===== src/rtl/riscv_csr_dbg_port.sv =====
// riscv_csr_dbg_port: debug-port CSR access that borrows the core's CSR bus through a halt handshake.
module riscv_csr_dbg_port #(
  parameter int unsigned TIMEOUT_CYCLES = 255,
  parameter bit          RO_CHECK       = 1'b1
) (
  input  logic        clk,
  input  logic        rst,
  input  logic        dbg_req_i,
  input  logic [11:0] dbg_addr_i,
  input  logic [31:0] dbg_wdata_i,
  input  logic [1:0]  dbg_op_i,
  output logic        dbg_gnt_o,
  output logic        dbg_rvalid_o,
  output logic [31:0] dbg_rdata_o,
  output logic        dbg_err_o,
  output logic        core_halt_req_o,
  input  logic        core_halted_i,
  output logic        csr_access_o,
  output logic [11:0] csr_addr_o,
  output logic [31:0] csr_wdata_o,
  output logic [1:0]  csr_op_o,
  input  logic [31:0] csr_rdata_i,
  output logic        busy_o
);
  typedef enum logic [1:0] {IDLE, HALT_WAIT, ACCESS, RESP} state_e;
  state_e      state_q, state_d;
  logic [7:0]  cnt_q, cnt_d;
  logic [11:0] addr_q, addr_d;
  logic [31:0] wdata_q, wdata_d, rdata_q, rdata_d;
  logic [1:0]  op_q, op_d;
  logic        err_q, err_d;
  logic        run, gnt, ro_hit, timeout;
  assign run     = ~rst;
  assign gnt     = state_q == IDLE && dbg_req_i;
  assign ro_hit  = RO_CHECK && dbg_op_i != 2'd0 && dbg_addr_i[11:10] == 2'b11;
  assign timeout = !core_halted_i && (cnt_q + 8'd1 == 8'(TIMEOUT_CYCLES));
  always_comb begin
    state_d = state_q;
    cnt_d   = cnt_q;
    addr_d  = gnt ? dbg_addr_i : addr_q;
    wdata_d = gnt ? dbg_wdata_i : wdata_q;
    op_d    = gnt ? dbg_op_i : op_q;
    err_d   = err_q;
    rdata_d = rdata_q;
    case (state_q)
      IDLE: if (gnt) begin
        state_d = ro_hit ? RESP : HALT_WAIT;
        err_d   = ro_hit;
        cnt_d   = 8'd0;
        rdata_d = ro_hit ? 32'd0 : rdata_q;
      end
      HALT_WAIT: begin
        // halt wins over a timeout reached in the same cycle
        state_d = core_halted_i ? ACCESS : (timeout ? RESP : HALT_WAIT);
        cnt_d   = core_halted_i ? cnt_q : cnt_q + 8'd1;
        err_d   = timeout;
        rdata_d = timeout ? 32'd0 : rdata_q;
      end
      ACCESS: begin
        state_d = RESP;
        err_d   = 1'b0;
        rdata_d = csr_rdata_i;
      end
      default: state_d = IDLE;
    endcase
  end
  always_ff @(posedge clk) begin
    if (rst) begin
      state_q <= IDLE;
      cnt_q   <= '0;
      addr_q  <= '0;
      wdata_q <= '0;
      op_q    <= '0;
      err_q   <= 1'b0;
      rdata_q <= '0;
    end else begin
      state_q <= state_d;
      cnt_q   <= cnt_d;
      addr_q  <= addr_d;
      wdata_q <= wdata_d;
      op_q    <= op_d;
      err_q   <= err_d;
      rdata_q <= rdata_d;
    end
  end
  assign dbg_gnt_o       = run && gnt;
  assign dbg_rvalid_o    = run && state_q == RESP;
  assign dbg_err_o       = dbg_rvalid_o && err_q;
  assign dbg_rdata_o     = run ? rdata_q : 32'd0;
  assign core_halt_req_o = run && (state_q == HALT_WAIT || state_q == ACCESS);
  assign csr_access_o    = run && state_q == ACCESS;
  assign csr_addr_o      = csr_access_o ? addr_q : 12'd0;
  assign csr_wdata_o     = csr_access_o ? wdata_q : 32'd0;
  assign csr_op_o        = csr_access_o ? op_q : 2'd0;
  assign busy_o          = run && state_q != IDLE;
endmodule


===== config.mk =====
export PLATFORM = sky130hd
export DESIGN_NAME = riscv_csr_dbg_port
export DESIGN_NICKNAME = d
export VERILOG_FILES = /design/src/rtl/riscv_csr_dbg_port.sv
export SDC_FILE = /design/constraint.sdc
export NUM_CORES = 1
export LEC_CHECK = 0
export BUFFER_PORTS_ARGS = -buffer_cell sky130_fd_sc_hd__buf_4
export CAP_MARGIN = 15
export CORE_MARGIN = 2
export CORE_UTILIZATION = 30
export CTS_CLUSTER_DIAMETER = 60
export DETAILED_ROUTE_END_ITERATION = 8
export GPL_TIMING_DRIVEN = 0
export PLACE_DENSITY = 0.53
export SLEW_MARGIN = 20
export SYNTH_ARGS = -nofsm -noshare
export SYNTH_HDL_FRONTEND = slang
export SYNTH_SLANG_ARGS = --single-unit

===== constraint.sdc =====
create_clock -name clk -period 2.4 [get_ports clk]
set_input_delay 0.12 -clock clk [delete_from_list [all_inputs] [get_ports clk]]
set_output_delay 0.12 -clock clk [all_outputs]
set_load 0.01 [all_outputs]

==> impl_metrics.json <==
{
  "synth-edff-count": 0,
  "cp_cell_sequence": "ha_4 -> nand3_4 -> or3_4 -> a2111oi_4 -> a31oi_4 -> buf_12 -> buf_6 -> mux2_4",
  "synth_seq_cells": 89,
  "whs_path_depth": 3,
  "avgSynthCellArea_um2": 8.61,
  "io_buffers": 165,
  "cpPeakStageDelay_ps": 420,
  "cp.buffers_inverters": 2,
  "dr.first_iter.drc_count": 108,
  "gp_congestion": 0.769,
  "fmax_mhz": 436,
  "hold_viol": 0,
  "reg2reg_to": "rdata_q[16]",
  "syn_to_final_growth_pct": 44.5,
  "startpoint_type": "flop",
  "clkPwrFrac_pct": 38.5,
  "irDropWorstVdd_uv": 298,
  "hold_path.class": "in -> reg",
  "dieWidth_um": 123,
  "utilization_pct": 44.3,
  "synth_largest_area_cell": "dfxtp_1",
  "insertion_delay_ps": 350,
  "syn_area_um2": 4240,
  "finClkSkew_ps": 9.35,
  "crit_type": "reg -> reg",
  "fillCellCount": 1392,
  "post-place-cells": 837,
  "multi_input_area_um2": 2330,
  "grt_max_degree": 16,
  "period_minus_slack_ps": 2290,
  "detail-route-antenna-nets": 0,
  "holdPathEnd": "addr_q[1]",
  "grt_use_total_pct": 15.7,
  "r2r_slack_ps": 110,
  "row_count": 43,
  "ys_seq_area_share_pct": 42.0,
  "dr_total_vias": 3810,
  "worst_setup_path_end_kind": "flop",
  "worst_hold_startpoint": "dbg_addr_i[1]",
  "synth_top_area_share_pct": 42.0,
  "seqPwrFrac_pct": 43.2,
  "drtPass1Iterations": 4,
  "tns_ps": 0,
  "max_slew_margin_pct": 63.7,
  "cts_buffers": 9,
  "final_nets": 761,
  "cp_slowest_cell": "a2111oi_4",
  "ys_types": 30,
  "rsz0062_at_grt": "no",
  "cts_tree": "built",
  "async_flop_share_pct": 0,
  "leakagePower_nw": 2.78,
  "fin_cells": 857,
  "ys.flop_type": "dfxtp_1",
  "dp_hpwl_um": 8880,
  "core_area_um2": 13800,
  "io_pins": 166,
  "powerDensity_nw_per_um2": 602,
  "finalCritPeriodShare_pct": 95.5,
  "crit_arrival_ps": 2530,
  "grt_pass1_vias": 3659,
  "placed_cell_area_um2": 5700,
  "cts-htree-levels": 3,
  "setup_viol": 0,
  "postSynthCellCount": 492,
  "outcome": "finished clean",
  "cp.required_ps": 2640,
  "syn-num-nets": 581,
  "slew_viol_final": 0,
  "switching_share_pct": 26.9,
  "initial_core_util_pct": 30.6,
  "drcViolationCount": 0,
  "synth_area_leaders": "dfxtp_1 42%, and2_1 12%, mux2_4 11%, nand2_1 8.7%, a21oi_1 6.6%",
  "vias_per_cell": 4.45,
  "cp_top_family": "compound AO/OA/AOI/OAI gates",
  "antenna_found_initial": 0,
  "grt_pass1_wl_um": 18300,
  "synth_most_common_cell": "nand2_1",
  "wirelength_um": 12000,
  "dieArea_um2": 15100,
  "gr-total-overflow": 0,
  "drive_above_1_share_pct": 34.6,
  "ys_warn_count": 0,
  "cts_hold_buf": 0,
  "clk_pin_slew_ps": 70,
  "fin_area_um2": 6120,
  "ff_latch_area_um2": 1790,
  "cts_root_buf": "clkbuf_16",
  "wire_per_inst_um": 14.0,
  "power.switching_mw": 0.993,
  "numClockSinks": 89,
  "drv_cap": 0,
  "cts_buffer_depth": 2,
  "die_h_um": 123,
  "worstMarginPinSlew_ps": 544,
  "p_int_mw": 2.70,
  "crit_fanout": 10,
  "yosys-top-cells-count": "98 x nand2_1, 89 x dfxtp_1, 82 x and2_1",
  "antennaDiodeCount": 0,
  "pwr-share-comb_pct": 18.4,
  "r2r_cells": 8,
  "r2r-start": "cnt_q[0]"
}
area by class of cell:
| type | count | share of cell area [%] |
|---|---|---|
| clock buffer | 9 | 3.68 |
| multi-input combinational | 368 | 38.1 |
| inverter | 3 | 0.184 |
| tap | 180 | 3.68 |
| clock inverter | 7 | 1.14 |
| buffer | 32 | 2.82 |
| timing repair buffer | 169 | 21.2 |
| sequential | 89 | 29.2 |
cell usage in the layout, fill, tap and decap left out, types with 3 or more instances in the layout:
cell and n:
o21ai_0 8, mux2_4 30, ha_1 6, a21oi_1 56, and2_1 82, nand2_1 98
buf_4 167, clkbuf_2 3, buf_1 6, clkbuf_1 18, nor2b_1 37, clkbuf_16 10
dfxtp_1 87, inv_1 3, buf_12 3, clkinv_2 3, nor2_1 22
per-layer routing:
metal	routed length, um	global-route usage, %	up-vias
li1	-	-	1944
met4	109	4.24	0
met2	5650	25.2	110
met5	0	0	-
met3	963	5.39	8
met1	5260	19.9	1748
logic make-up (layout without fill, tap and decap cells):
family	Yosys count	after routing	synth area share [%]
simple gates	252	252	30.1
flops	89	89	42.0
compound gates	74	74	10.2
buf+inv	35	220	3.81
mux	32	32	11.2
fa+ha+maj	7	7	2.07
xor+xnor	3	3	0.620
per-stage QoR:
| stage | hold WS, ps | setup slack (ps) | total power, mW |
|---|---|---|---|
| floorplan | 256 | 129 | 2.01 |
| global placement | 369 | -71.9 | 2.24 |
| detailed placement | 376 | -122 | 2.25 |
| CTS | 0.672 | 12.9 | 3.71 |
| global route | 2.50 | 2.30 | 3.88 |
| finish | 17.9 | 109 | 3.69 |
power by group through the flow:
stage	clock network, mW	logic [mW]	registers (mW)
3_3_place_gp	0	0.617	1.62
2_1_floorplan	0	0.390	1.62
6_report	1.42	0.678	1.59
3_5_place_dp	0	0.627	1.63
4_1_cts	1.48	0.646	1.59
5_1_grt	1.53	0.749	1.60
worst max-delay path by stage:
stage                     from       endpoint  cells after the start
finish                cnt_q[0]    rdata_q[16]                      8
global route          cnt_q[0]    rdata_q[15]                      8
CTS                 state_q[0]  csr_addr_o[8]                      7
detailed placement    cnt_q[0]     rdata_q[1]                      7
global placement      cnt_q[0]     rdata_q[3]                      7
floorplan             cnt_q[0]     rdata_q[0]                      7
sequential cells by signal, summed over array words and instances (netlist names):
register / flops
cnt_q: 8
err_q: 1
rdata_q: 32
op_q: 2
state_q: 2
addr_q: 12
wdata_q: 32
worst reg2reg max path: stages, from the launching register on:
cell and delay [ps]:
dfxtp_4 370, ha_4 170, nand3_4 90, or3_4 360, a2111oi_4 430, a31oi_4 140
buf_12 160, buf_6 160, mux2_4 300
repair_timing:
item | 4_1_cts | 5_1_grt
setup buffers | 2 | 1
pin swaps | 2 | 2
endpoints found under the setup margin | 67 | 62
resized for setup | 11 | 9
cloned | 0 | 1
(Power assumes the default switching activity.)
